[config.mk]
export PLATFORM = sky130hd
export DESIGN_NAME = queue_arbiter_flat
export DESIGN_NICKNAME = d
export VERILOG_FILES = /design/src/rtl/queue_arbiter_if.sv /design/src/rtl/queue_arbiter.sv /design/src/flat_wrapper.sv
export SDC_FILE = /design/constraint.sdc
export NUM_CORES = 1
export LEC_CHECK = 0
export CAP_MARGIN = 20
export CORE_MARGIN = 3
export CORE_UTILIZATION = 57
export DETAILED_ROUTE_END_ITERATION = 16
export GPL_ROUTABILITY_DRIVEN = 0
export PLACE_DENSITY = 0.85
export SLEW_MARGIN = 10
export SYNTH_ARGS = -nofsm -noshare
export SYNTH_HDL_FRONTEND = slang
export SYNTH_SLANG_ARGS = --single-unit
export TNS_END_PERCENT = 5
[constraint.sdc]
create_clock -name clk -period 3.65 [get_ports clk]
set_input_delay 0.73 -clock clk [delete_from_list [all_inputs] [get_ports clk]]
set_output_delay 0.73 -clock clk [all_outputs]
set_load 0.005 [all_outputs]
[src/rtl/queue_arbiter_if.sv]
// Bundles the producer and consumer signals of queue_arbiter.
//   req           : per-producer enqueue request (NREQ)
//   req_data      : producer data, slice i = [i*DW +: DW]
//   grant         : one-hot acceptance strobe (combinational)
//   deq           : consumer pop request
//   data_out      : head-of-queue data (show-ahead), zero when empty
//   full / empty  : occupancy flags
//   count         : occupancy 0..DEPTH
//   underflow_err : sticky, set by deq while empty
// The slave modport is the queue side, master is the producer/consumer side.
interface queue_arbiter_if #(
   parameter int NREQ  = 4,
   parameter int DW    = 8,
   parameter int DEPTH = 8
);
   logic [NREQ-1:0]          req;
   logic [NREQ*DW-1:0]       req_data;
   logic [NREQ-1:0]          grant;
   logic                     deq;
   logic [DW-1:0]            data_out;
   logic                     full;
   logic                     empty;
   logic [$clog2(DEPTH):0]   count;
   logic                     underflow_err;

   modport slave (
      input  req, req_data, deq,
      output grant, data_out, full, empty, count, underflow_err
   );

   modport master (
      output req, req_data, deq,
      input  grant, data_out, full, empty, count, underflow_err
   );
endinterface

[src/rtl/queue_arbiter.sv]
// Round-robin arbitrated FIFO: NREQ producers compete for one enqueue slot
// per cycle into a DEPTH x DW queue drained by a single consumer.
//   clk : rising-edge clock
//   rst : asynchronous active-low reset
//   bus : queue_arbiter_if.slave (req/req_data/grant, deq/data_out, flags)
module queue_arbiter #(
   parameter int NREQ  = 4,
   parameter int DW    = 8,
   parameter int DEPTH = 8
) (
   input logic            clk,
   input logic            rst,
   queue_arbiter_if.slave bus
);
   localparam int AW = $clog2(DEPTH);
   localparam int CW = AW + 1;
   localparam int IW = $clog2(NREQ);

   logic [DW-1:0]             mem [DEPTH];
   logic [AW-1:0]             head, tail;
   logic [CW-1:0]             cnt;
   logic [IW-1:0]             last;
   logic                      uflow;

   logic [NREQ-1:0][DW-1:0]   slices;
   logic                      empty, full, pop, space, found, enq;
   logic [IW-1:0]             win, cand;

   assign slices = bus.req_data;

   // Occupancy comes only from the counter; head == tail is ambiguous.
   assign empty = (cnt == '0);
   assign full  = (cnt == CW'(DEPTH));
   assign pop   = bus.deq && !empty;
   // A pop in the same cycle frees the slot the enqueue needs.
   assign space = !full || pop;

   // Round-robin search starting just after the previous winner.
   always_comb begin
      found = 1'b0;
      win   = last;
      cand  = '0;
      for (int k = 1; k <= NREQ; k++) begin
         cand = IW'((int'(last) + k) % NREQ);
         if (!found && bus.req[cand]) begin
            found = 1'b1;
            win   = cand;
         end
      end
   end

   // Gate with rst so nothing is granted while reset is held.
   assign enq = found && space && rst;

   always_ff @(posedge clk or negedge rst) begin
      if (!rst) begin
         head  <= '0;
         tail  <= '0;
         cnt   <= '0;
         last  <= IW'(NREQ - 1);
         uflow <= 1'b0;
      end else begin
         if (enq) begin
            tail <= tail + AW'(1);
            last <= win;
         end
         if (pop)
            head <= head + AW'(1);
         if (enq && !pop)
            cnt <= cnt + CW'(1);
         else if (pop && !enq)
            cnt <= cnt - CW'(1);
         if (bus.deq && empty)
            uflow <= 1'b1;
      end
   end

   // Storage is not reset; stale entries are unreachable once cnt is 0.
   always_ff @(posedge clk) begin
      if (enq)
         mem[tail] <= slices[win];
   end

   assign bus.grant         = enq ? (NREQ'(1) << win) : '0;
   assign bus.data_out      = empty ? '0 : mem[head];
   assign bus.full          = full;
   assign bus.empty         = empty;
   assign bus.count         = cnt;
   assign bus.underflow_err = uflow;
endmodule

[src/flat_wrapper.sv]
// flat-port wrapper written by rule: the top's interface ports become plain ports
module queue_arbiter_flat 
#(
   parameter int NREQ  = 4,
   parameter int DW    = 8,
   parameter int DEPTH = 8
)
  (clk, rst, bus_req, bus_req_data, bus_deq, bus_grant, bus_data_out, bus_full, bus_empty, bus_count, bus_underflow_err);
  queue_arbiter_if #(.NREQ(NREQ), .DW(DW), .DEPTH(DEPTH)) bus_i ();
  input logic clk;
  input logic rst;
  input wire logic [$bits(bus_i.req)-1:0] bus_req;
  input wire logic [$bits(bus_i.req_data)-1:0] bus_req_data;
  input wire logic [$bits(bus_i.deq)-1:0] bus_deq;
  output wire logic [$bits(bus_i.grant)-1:0] bus_grant;
  output wire logic [$bits(bus_i.data_out)-1:0] bus_data_out;
  output wire logic [$bits(bus_i.full)-1:0] bus_full;
  output wire logic [$bits(bus_i.empty)-1:0] bus_empty;
  output wire logic [$bits(bus_i.count)-1:0] bus_count;
  output wire logic [$bits(bus_i.underflow_err)-1:0] bus_underflow_err;
  assign bus_i.req = bus_req;
  assign bus_i.req_data = bus_req_data;
  assign bus_i.deq = bus_deq;
  assign bus_grant = bus_i.grant;
  assign bus_data_out = bus_i.data_out;
  assign bus_full = bus_i.full;
  assign bus_empty = bus_i.empty;
  assign bus_count = bus_i.count;
  assign bus_underflow_err = bus_i.underflow_err;
  queue_arbiter #(.NREQ(NREQ), .DW(DW), .DEPTH(DEPTH)) u_core (.clk(clk), .rst(rst), .bus(bus_i));
endmodule
==> impl_table.tex, run 1 <==
\begin{tabular}{lr}
\hline
Metric & Value \\
\hline
\multicolumn{2}{l}{\textbf{Critical path}} \\
\quad Element type at the critical path end & primary output \\
\quad Cells along the critical path & clkdlybuf4s50\_1, nor2\_1, nand3\_1, o211ai\_2, inv\_1, nand2\_1, nor2\_1, clkdlybuf4s50\_1 \\
\quad Slowest library cell on the worst path & sky130\_fd\_sc\_hd\_\_clkdlybuf4s50\_1 \\
\quad End point of the critical path & bus\_grant[3] \\
\quad R2R depth & 12 \\
\quad Startpoint class of the critical path & input pin \\
\quad Worst reg2reg setup slack & 900 ps \\
\quad Critical R2R Launch & u\_core.bus.count[1]\$\_DFFE\_PN0P\_ \\
\quad Category of the critical setup timing path & input pin to primary output \\
\quad Critical Path AT & 2630 ps \\
\quad Peak fanout along the critical path & 8 \\
\quad Critical path startpoint & bus\_req[1] \\
\quad Capture instance of the worst register-to-register path & u\_core.bus.count[3]\$\_DFFE\_PN0P\_ \\
\quad Critical Path Max Stage Delay & 570 ps \\
\quad Critical Path RT & 2920 ps \\
\multicolumn{2}{l}{\textbf{Floorplanning}} \\
\quad Die area & 7110 µm² \\
\quad Die width & 84.3 µm \\
\quad Y dimension of the die & 84.3 µm \\
\quad Initial Utilization & 61.3\% \\
\quad Rows & 27 \\
\quad Number of top-level pins & 58 \\
\quad Std-Cell Core Area & 5710 µm² \\
\multicolumn{2}{l}{\textbf{Drt}} \\
\quad Final wirelength & 6450 µm \\
\quad Residual antenna-violating net count after detailed routing & 0 \\
\quad Drt drc & 0 \\
\quad First-iteration detailed-routing DRC count & 144 \\
\quad Vias post-DR & 2132 \\
\quad Wire per inst & 17.4 µm \\
\quad Per-cell via count in the routed design & 5.75 \\
\quad Iteration count of the initial detailed-routing pass & 4 \\
\multicolumn{2}{l}{\textbf{Synthesis}} \\
\quad Post-Synthesis Mean Instance Area & 15.6 µm² \\
\quad Synthesis-stage register bit count & 77 \\
\quad Area share of the largest cell type after synthesis & 54.9\% \\
\quad Distinct cell type count of the synthesized netlist & 37 \\
\quad Library cell occupying the most area in the post-synthesis netlist & sky130\_fd\_sc\_hd\_\_edfxtp\_1 \\
\quad Post-Synthesis Cells & 224 \\
\quad Post-synthesis sequential area ratio & 64.3\% \\
\quad Post-synth EDFFs & 64 \\
\quad Area of the mapped netlist & 3500 µm² \\
\quad FFs w/ async S/R, synth & 16.9\% \\
\quad Leading cell types by total area after synthesis & sky130\_fd\_sc\_hd\_\_edfxtp\_1 55\%, sky130\_fd\_sc\_hd\_\_mux4\_2 10\%, sky130\_fd\_sc\_hd\_\_dfrtp\_1 7.9\% \\
\quad Post-synthesis net count & 269 \\
\quad Number of warnings printed during yosys synthesis & 0 \\
\quad Leading register cell type out of synthesis & sky130\_fd\_sc\_hd\_\_edfxtp\_1 \\
\multicolumn{2}{l}{\textbf{Power and ir drop}} \\
\quad Pwr dens & 812 nW/µm² \\
\quad IR Drop Worst-Case VDD & 0.497 mV \\
\quad LEAKAGE & 0.00158 µW \\
\multicolumn{2}{l}{\textbf{Clocking}} \\
\quad Clk buf depth & 2 \\
\quad CTS tree & done \\
\quad Hold\_buf cts & 0 \\
\quad Sinks on Clock Net & 77 \\
\quad Resized Gates After CTS & 0 \\
\quad Post-CTS setup buffer count & 0 \\
\quad Clock insertion delay at the later pin of the skew report & 350 ps \\
\quad Clock slew at reported path FFs & 80 ps \\
\quad Max H-tree Level & 3 \\
\quad CTS buffer count & 9 \\
\quad Clock root buffer & sky130\_fd\_sc\_hd\_\_clkbuf\_8 \\
\multicolumn{2}{l}{\textbf{STA}} \\
\quad RSZ-0062 raised after global routing & false \\
\quad Worst slew margin & 47.0\% \\
\quad Actual transition at the worst max-transition pin & 796 ps \\
\quad Period Utilization, post-route & 92.1\% \\
\quad Clock Skews & 12.9 ps \\
\quad Min Tclk post-route & 3360 ps \\
\quad Maximum achievable frequency & 298 MHz \\
\quad Slew Viols, Final & 0 \\
\quad Worst hold margin & 460 ps \\
\quad Setup total negative slack & 0 ps \\
\quad Total of endpoints with negative setup slack in the final report & 0 \\
\quad Number of hold violations in the final report & 0 \\
\multicolumn{2}{l}{\textbf{Global routing}} \\
\quad Via count of the first global-routing pass & 2033 \\
\quad Largest net degree at the start of global routing & 25 \\
\quad GRT Resource Usage Total & 19.2\% \\
\quad First-pass GRT wire length & 10400 µm \\
\quad Antenna violations before repair & 0 \\
\quad Total global routing overflow & 0 \\
\multicolumn{2}{l}{\textbf{Cells and area}} \\
\quad Fraction of final layout cells with drive strength greater than 1 & 18.4\% \\
\quad Fillers & 345 \\
\quad Area delta synth->final & 25.2\% \\
\quad Most used cells in the layout excluding fill and tap cells & 64 x sky130\_fd\_sc\_hd\_\_edfxtp\_1, 57 x sky130\_fd\_sc\_hd\_\_clkdlybuf4s50\_1, 16 x sky130\_fd\_sc\_hd\_\_nand2\_1, 16 x sky130\_fd\_sc\_hd\_\_mux2i\_1, 16 x sky130\_fd\_sc\_hd\_\_mux4\_2 \\
\quad Final net count & 339 \\
\quad ANT cells & 0 \\
\quad Most frequent standard cell in the layout excluding fill and tap cells & sky130\_fd\_sc\_hd\_\_edfxtp\_1 \\
\multicolumn{2}{l}{\textbf{Placement}} \\
\quad Port Buffers & 57 \\
\quad Dpl hpwl & 4630 µm \\
\multicolumn{2}{l}{\textbf{Min path}} \\
\quad Class of the tightest hold or removal check & register to register \\
\multicolumn{2}{l}{\textbf{Flow run}} \\
\quad Number of violations of the max-capacitance limit & 0 \\
\multicolumn{2}{l}{\textbf{Status}} \\
\quad Outcome & finished, final reports clean \\
\hline
\end{tabular}
-- final cells by class --
| type | count | area, µm² | share of cell area, % |
|---|---|---|---|
| repair buffers | 70 | 668 | 15.3 |
| inverters | 7 | 26.3 | 0.600 |
| clock inverters | 7 | 50.0 | 1.14 |
| clock buffers | 9 | 124 | 2.83 |
| flip-flops and latches | 77 | 2250 | 51.4 |
| well taps | 72 | 90.1 | 2.06 |
| multi-input cells | 129 | 1170 | 26.7 |
-- where the power goes --
part | switching, µW | internal, µW
sequential | 187 | 1320
clock | 317 | 249
combinational | 683 | 798
total | 1190 | 2370
-- worst max-delay path, delay by kind of cell --
kind	cells	cell delay, ps
buf+inv	3	1280
simple gates	4	440
compound gates	1	180
-- cell usage after synthesis (all sizes together) (4+ instances only) --
master,instances
ha,5
buf,7
inv,7
nor2,15
xnor2,6
a22oi,8
nor3,5
dfrtp,11
mux4,16
nor3b,4
nand2,16
nand2b,11
edfxtp,64
a21oi,10
clkbuf,4
mux2i,16
-- layer usage --
layer  wire length, µm  GRT usage [%]
met5                 0              0
met1              2870           26.6
met4               177           9.64
met3               463           4.51
met2              2940           28.9
-- state kept, by name, summed over array words and instances (netlist names) --
name / count
u_core.mem: 64
u_core.last: 2
u_core.bus.count: 4
u_core.head: 3
u_core.bus.underflow_err: 1
u_core.tail: 3
-- logic make-up (layout without fill, tap and decap cells) --
family                   Yosys count  after routing  share of synthesized area, %
flip-flops                        77             77                          64.3
buffers and inverters             18             93                          2.40
XOR/XNOR                           7              7                          1.75
multiplexers                      34             34                          15.5
adder cells (fa/ha/maj)            6              6                          2.36
AND/OR/NAND/NOR                   54             54                          7.62
AO/OA/AOI/OAI                     28             28                          6.04
-- per-stage QoR --
stage	power (µW)	setup WS [ps]	instances	util, %	cell area, µm²
floorplan	2440	1100	224	-	3500
global placement	2950	382	355	73.7	4210
detailed placement	3020	319	355	73.7	4210
CTS	3580	295	371	76.7	4380
global route	3790	125	371	76.7	4380
finish	3560	289	371	76.7	4380
-- worst min path at each step --
stage,from,endpoint,slack [ps],cells after the start
after detailed placement,u_core.bus.underflow_err$_DFFE_PN0P_,u_core.bus.underflow_err$_DFFE_PN0P_,440,1
after CTS,u_core.bus.underflow_err$_DFFE_PN0P_,u_core.bus.underflow_err$_DFFE_PN0P_,460,1
after floorplan,rst,u_core.bus.count[0]$_DFFE_PN0P_,430,0
final,u_core.bus.underflow_err$_DFFE_PN0P_,u_core.bus.underflow_err$_DFFE_PN0P_,460,1
after global placement,u_core.bus.underflow_err$_DFFE_PN0P_,u_core.bus.underflow_err$_DFFE_PN0P_,440,1
after global routing,u_core.bus.underflow_err$_DFFE_PN0P_,u_core.bus.underflow_err$_DFFE_PN0P_,480,1
(Power assumes the default switching activity.)
==> run 2, diff against run 1 <==
- CAP_MARGIN: 20 -> 40
- CORE_UTILIZATION: 57 -> 53
- CTS_CLUSTER_DIAMETER: unset -> 40
- PLACE_DENSITY: 0.85 -> 0.79
- clock period: 3.65 -> 3.4 ns (I/O delays scaled with it)
==> run 2 against run 1 <==
Sequential share of layout area decreased by 0.55 points. Design area increased by 1.1%. Die area rose by 7.0%. Via count shrank 1.4%. Largest cell class unchanged. First-iteration DRC count decreased by 1.4%. Sequential power grew 7%. Critical path depth is 2 lower. Non-clock buffer count up 4. Utilization decreased by 4.9 points. Final cell count rose by 1.6%. Flip-flop and latch count stayed put. Setup slack worse by 97 ps.
==> impl_table.tex, run 2 (synthesized netlist as in run 1, its figures left out) <==
\begin{tabular}{lr}
\hline
Metric & Value \\
\hline
\multicolumn{2}{l}{\textbf{Status}} \\
\quad Outcome & finished, final reports clean \\
\multicolumn{2}{l}{\textbf{Cells and area}} \\
\quad Top register by number of flip-flops & u\_core.mem \\
\quad Max reg flops & 64 (unchanged) \\
\quad ANT cells & 0 (unchanged) \\
\quad Area delta synth->final & 26.5\% \\
\quad Most used cells in the layout excluding fill and tap cells & 64 x sky130\_fd\_sc\_hd\_\_edfxtp\_1, 57 x sky130\_fd\_sc\_hd\_\_clkdlybuf4s50\_1, 17 x sky130\_fd\_sc\_hd\_\_buf\_4 \\
\quad Fraction of final layout cells with drive strength greater than 1 & 19.5\% (+1.1 points) \\
\quad Fillers & 397 (+15\%) \\
\quad Most frequent standard cell in the layout excluding fill and tap cells & sky130\_fd\_sc\_hd\_\_edfxtp\_1 \\
\quad Footprint of the flip-flops and latches & 2250 µm² (unchanged) \\
\quad Multi-input gate area & 1170 µm² (unchanged) \\
\quad Final net count & 343 (+1.2\%) \\
\multicolumn{2}{l}{\textbf{Global routing}} \\
\quad Total global routing overflow & 0 (unchanged) \\
\quad Antenna violations before repair & 0 (unchanged) \\
\quad Largest net degree at the start of global routing & 26 (+4.0\%) \\
\quad First-pass GRT wire length & 10700 µm (+2.7\%) \\
\quad Via count of the first global-routing pass & 2166 (+6.5\%) \\
\quad GRT Resource Usage Total & 19.1\% (-0.14 points) \\
\multicolumn{2}{l}{\textbf{Drt}} \\
\quad Iteration count of the initial detailed-routing pass & 4 (unchanged) \\
\quad Wire per inst & 17.3 µm (-0.25\%) \\
\quad First-iteration detailed-routing DRC count & 142 (-1.4\%) \\
\quad Vias post-DR & 2103 (-1.4\%) \\
\quad Drt drc & 0 (unchanged) \\
\quad Residual antenna-violating net count after detailed routing & 0 (unchanged) \\
\quad Final wirelength & 6540 µm (+1.4\%) \\
\quad Per-cell via count in the routed design & 5.58 (-2.9\%) \\
\multicolumn{2}{l}{\textbf{STA}} \\
\quad Maximum achievable frequency & 312 MHz \\
\quad RSZ-0062 raised after global routing & false \\
\quad Worst slew margin & 45.5\% (-1.5 points) \\
\quad Final setup margin & 192 ps (-97.1 ps) \\
\quad Slew Viols, Final & 0 (unchanged) \\
\quad Total of endpoints with negative setup slack in the final report & 0 (unchanged) \\
\quad Min Tclk post-route & 3210 ps \\
\quad Setup total negative slack & 0 ps (unchanged) \\
\quad Actual transition at the worst max-transition pin & 818 ps (+22.1 ps) \\
\quad Clock Skews & 9.27 ps (-3.63 ps) \\
\quad Period Utilization, post-route & 94.4\% \\
\quad Number of hold violations in the final report & 0 (unchanged) \\
\multicolumn{2}{l}{\textbf{Clocking}} \\
\quad CTS tree & done \\
\quad Hold\_buf cts & 0 (unchanged) \\
\quad Clock slew at reported path FFs & 70 ps (about the same) \\
\quad Resized Gates After CTS & 0 (unchanged) \\
\quad Clock insertion delay at the later pin of the skew report & 340 ps (about the same) \\
\quad Max H-tree Level & 3 (unchanged) \\
\quad Sinks on Clock Net & 77 (unchanged) \\
\quad CTS buffer count & 9 (unchanged) \\
\quad Post-CTS setup buffer count & 0 (unchanged) \\
\quad Clk buf depth & 2 (unchanged) \\
\quad Clock root buffer & sky130\_fd\_sc\_hd\_\_clkbuf\_8 \\
\multicolumn{2}{l}{\textbf{Floorplanning}} \\
\quad Die width & 87.2 µm (+3.4\%) \\
\quad Std-Cell Core Area & 6170 µm² (+8.0\%) \\
\quad Die area & 7610 µm² (+7.0\%) \\
\quad Initial Utilization & 56.7\% (-4.5 points) \\
\quad Rows & 28 (+3.7\%) \\
\quad Number of top-level pins & 58 (unchanged) \\
\quad Y dimension of the die & 87.2 µm (+3.4\%) \\
\multicolumn{2}{l}{\textbf{Power and ir drop}} \\
\quad Logic pwr share & 41.1\% (-0.5 points) \\
\quad Pwr dens & 874 nW/µm² (+7.6\%) \\
\quad LEAKAGE & 0.00161 µW (+1.8\%) \\
\quad Portion of total power attributed to sequential cells & 41.9\% (-0.5 points) \\
\quad Share of power burned in the clock network & 17.0\% (+1.1 points) \\
\quad Internal portion of total power & 2620 µW (+10\%) \\
\quad IR Drop Worst-Case VDD & 0.640 mV (+29\%) \\
\quad Fraction of power spent switching nets & 32.4\% (-1.0 points) \\
\quad Power dissipated by switching net loads & 1250 µW (+5.5\%) \\
\multicolumn{2}{l}{\textbf{Placement}} \\
\quad Port Buffers & 57 (unchanged) \\
\quad Dpl hpwl & 4680 µm (+0.87\%) \\
\quad Placement-stage worst setup slack & 178 ps (-141 ps) \\
\multicolumn{2}{l}{\textbf{Critical path}} \\
\quad Element type at the critical path end & primary output \\
\quad Critical Path AT & 2530 ps (-100 ps) \\
\quad Critical Path RT & 2720 ps (-200 ps) \\
\quad Category of the critical setup timing path & input pin to primary output \\
\quad Peak fanout along the critical path & 4 (-4) \\
\quad Startpoint class of the critical path & input pin \\
\multicolumn{2}{l}{\textbf{Min path}} \\
\quad Class of the tightest hold or removal check & register to register \\
\multicolumn{2}{l}{\textbf{Flow run}} \\
\quad Number of violations of the max-capacitance limit & 0 (unchanged) \\
\hline
\end{tabular}
## run 2: cell count changes in the layout (fill, tap and decap cells not counted), sizes merged
cell,change
clkinv,-1
inv,-1
bufinv,+1
buf,+4
## run 2: metrics by stage
stage          cells  hold slack, ps  area, µm²  util [%]  total power [µW]
2_1_floorplan    224             384       3500         -              2610
3_3_place_gp     362             444       4240      68.8              3180
3_5_place_dp     362             447       4240      68.8              3260
4_1_cts          377             472       4430      71.8              3910
5_1_grt          377             520       4430      71.8              4130
6_report         377             472       4430      71.8              3870
## run 2: final timing paths
path	start	end	slack, ps	cells after the start
setup / recovery	bus_req[1]	bus_grant[0]	190	6
hold reg to reg	u_core.bus.underflow_err$_DFFE_PN0P_	u_core.bus.underflow_err$_DFFE_PN0P_	470	1
min in group asynchronous	rst	u_core.tail[1]$_DFFE_PN0P_	690	2
max in group asynchronous	rst	u_core.last[1]$_DFFE_PN1P_	2470	2
hold / removal	u_core.bus.underflow_err$_DFFE_PN0P_	u_core.bus.underflow_err$_DFFE_PN0P_	470	1
setup reg to reg	u_core.bus.count[1]$_DFFE_PN0P_	u_core.bus.count[3]$_DFFE_PN0P_	750	11
## run 2: critical path: stages
cell and delay [ps]:
sky130_fd_sc_hd__clkdlybuf4s50_1 570, sky130_fd_sc_hd__nand2b_4 80, sky130_fd_sc_hd__a32oi_1 240, sky130_fd_sc_hd__o311ai_2 200
sky130_fd_sc_hd__nor3_1 220, sky130_fd_sc_hd__clkdlybuf4s50_1 540
## run 2: layer usage
layer,vias to the layer above,global-route usage (%),wire [µm]
met5,-,0,0
met4,0,9.76,114
met3,8,3.22,418
met2,90,30.1,3190
li1,998,-,-
met1,1007,25.7,2810
## run 2: area by class of cell
cell class                      instances  share of cell area, %
Sequential cell                        77                   50.8
Inverter                                7                  0.594
Clock buffer                            9                   2.80
Tap cell                               75                   2.12
Clock inverter                          6                   1.44
Multi-Input combinational cell        129                   26.5
Timing Repair Buffer                   74                   15.8
## run 2: power groups by stage
stage | Combinational (µW) | Clock (µW) | Sequential (µW)
6_report | 1590 | 658 | 1620
5_1_grt | 1770 | 710 | 1650
4_1_cts | 1620 | 667 | 1630
3_5_place_dp | 1620 | 0 | 1640
3_3_place_gp | 1550 | 0 | 1630
2_1_floorplan | 1100 | 0 | 1520
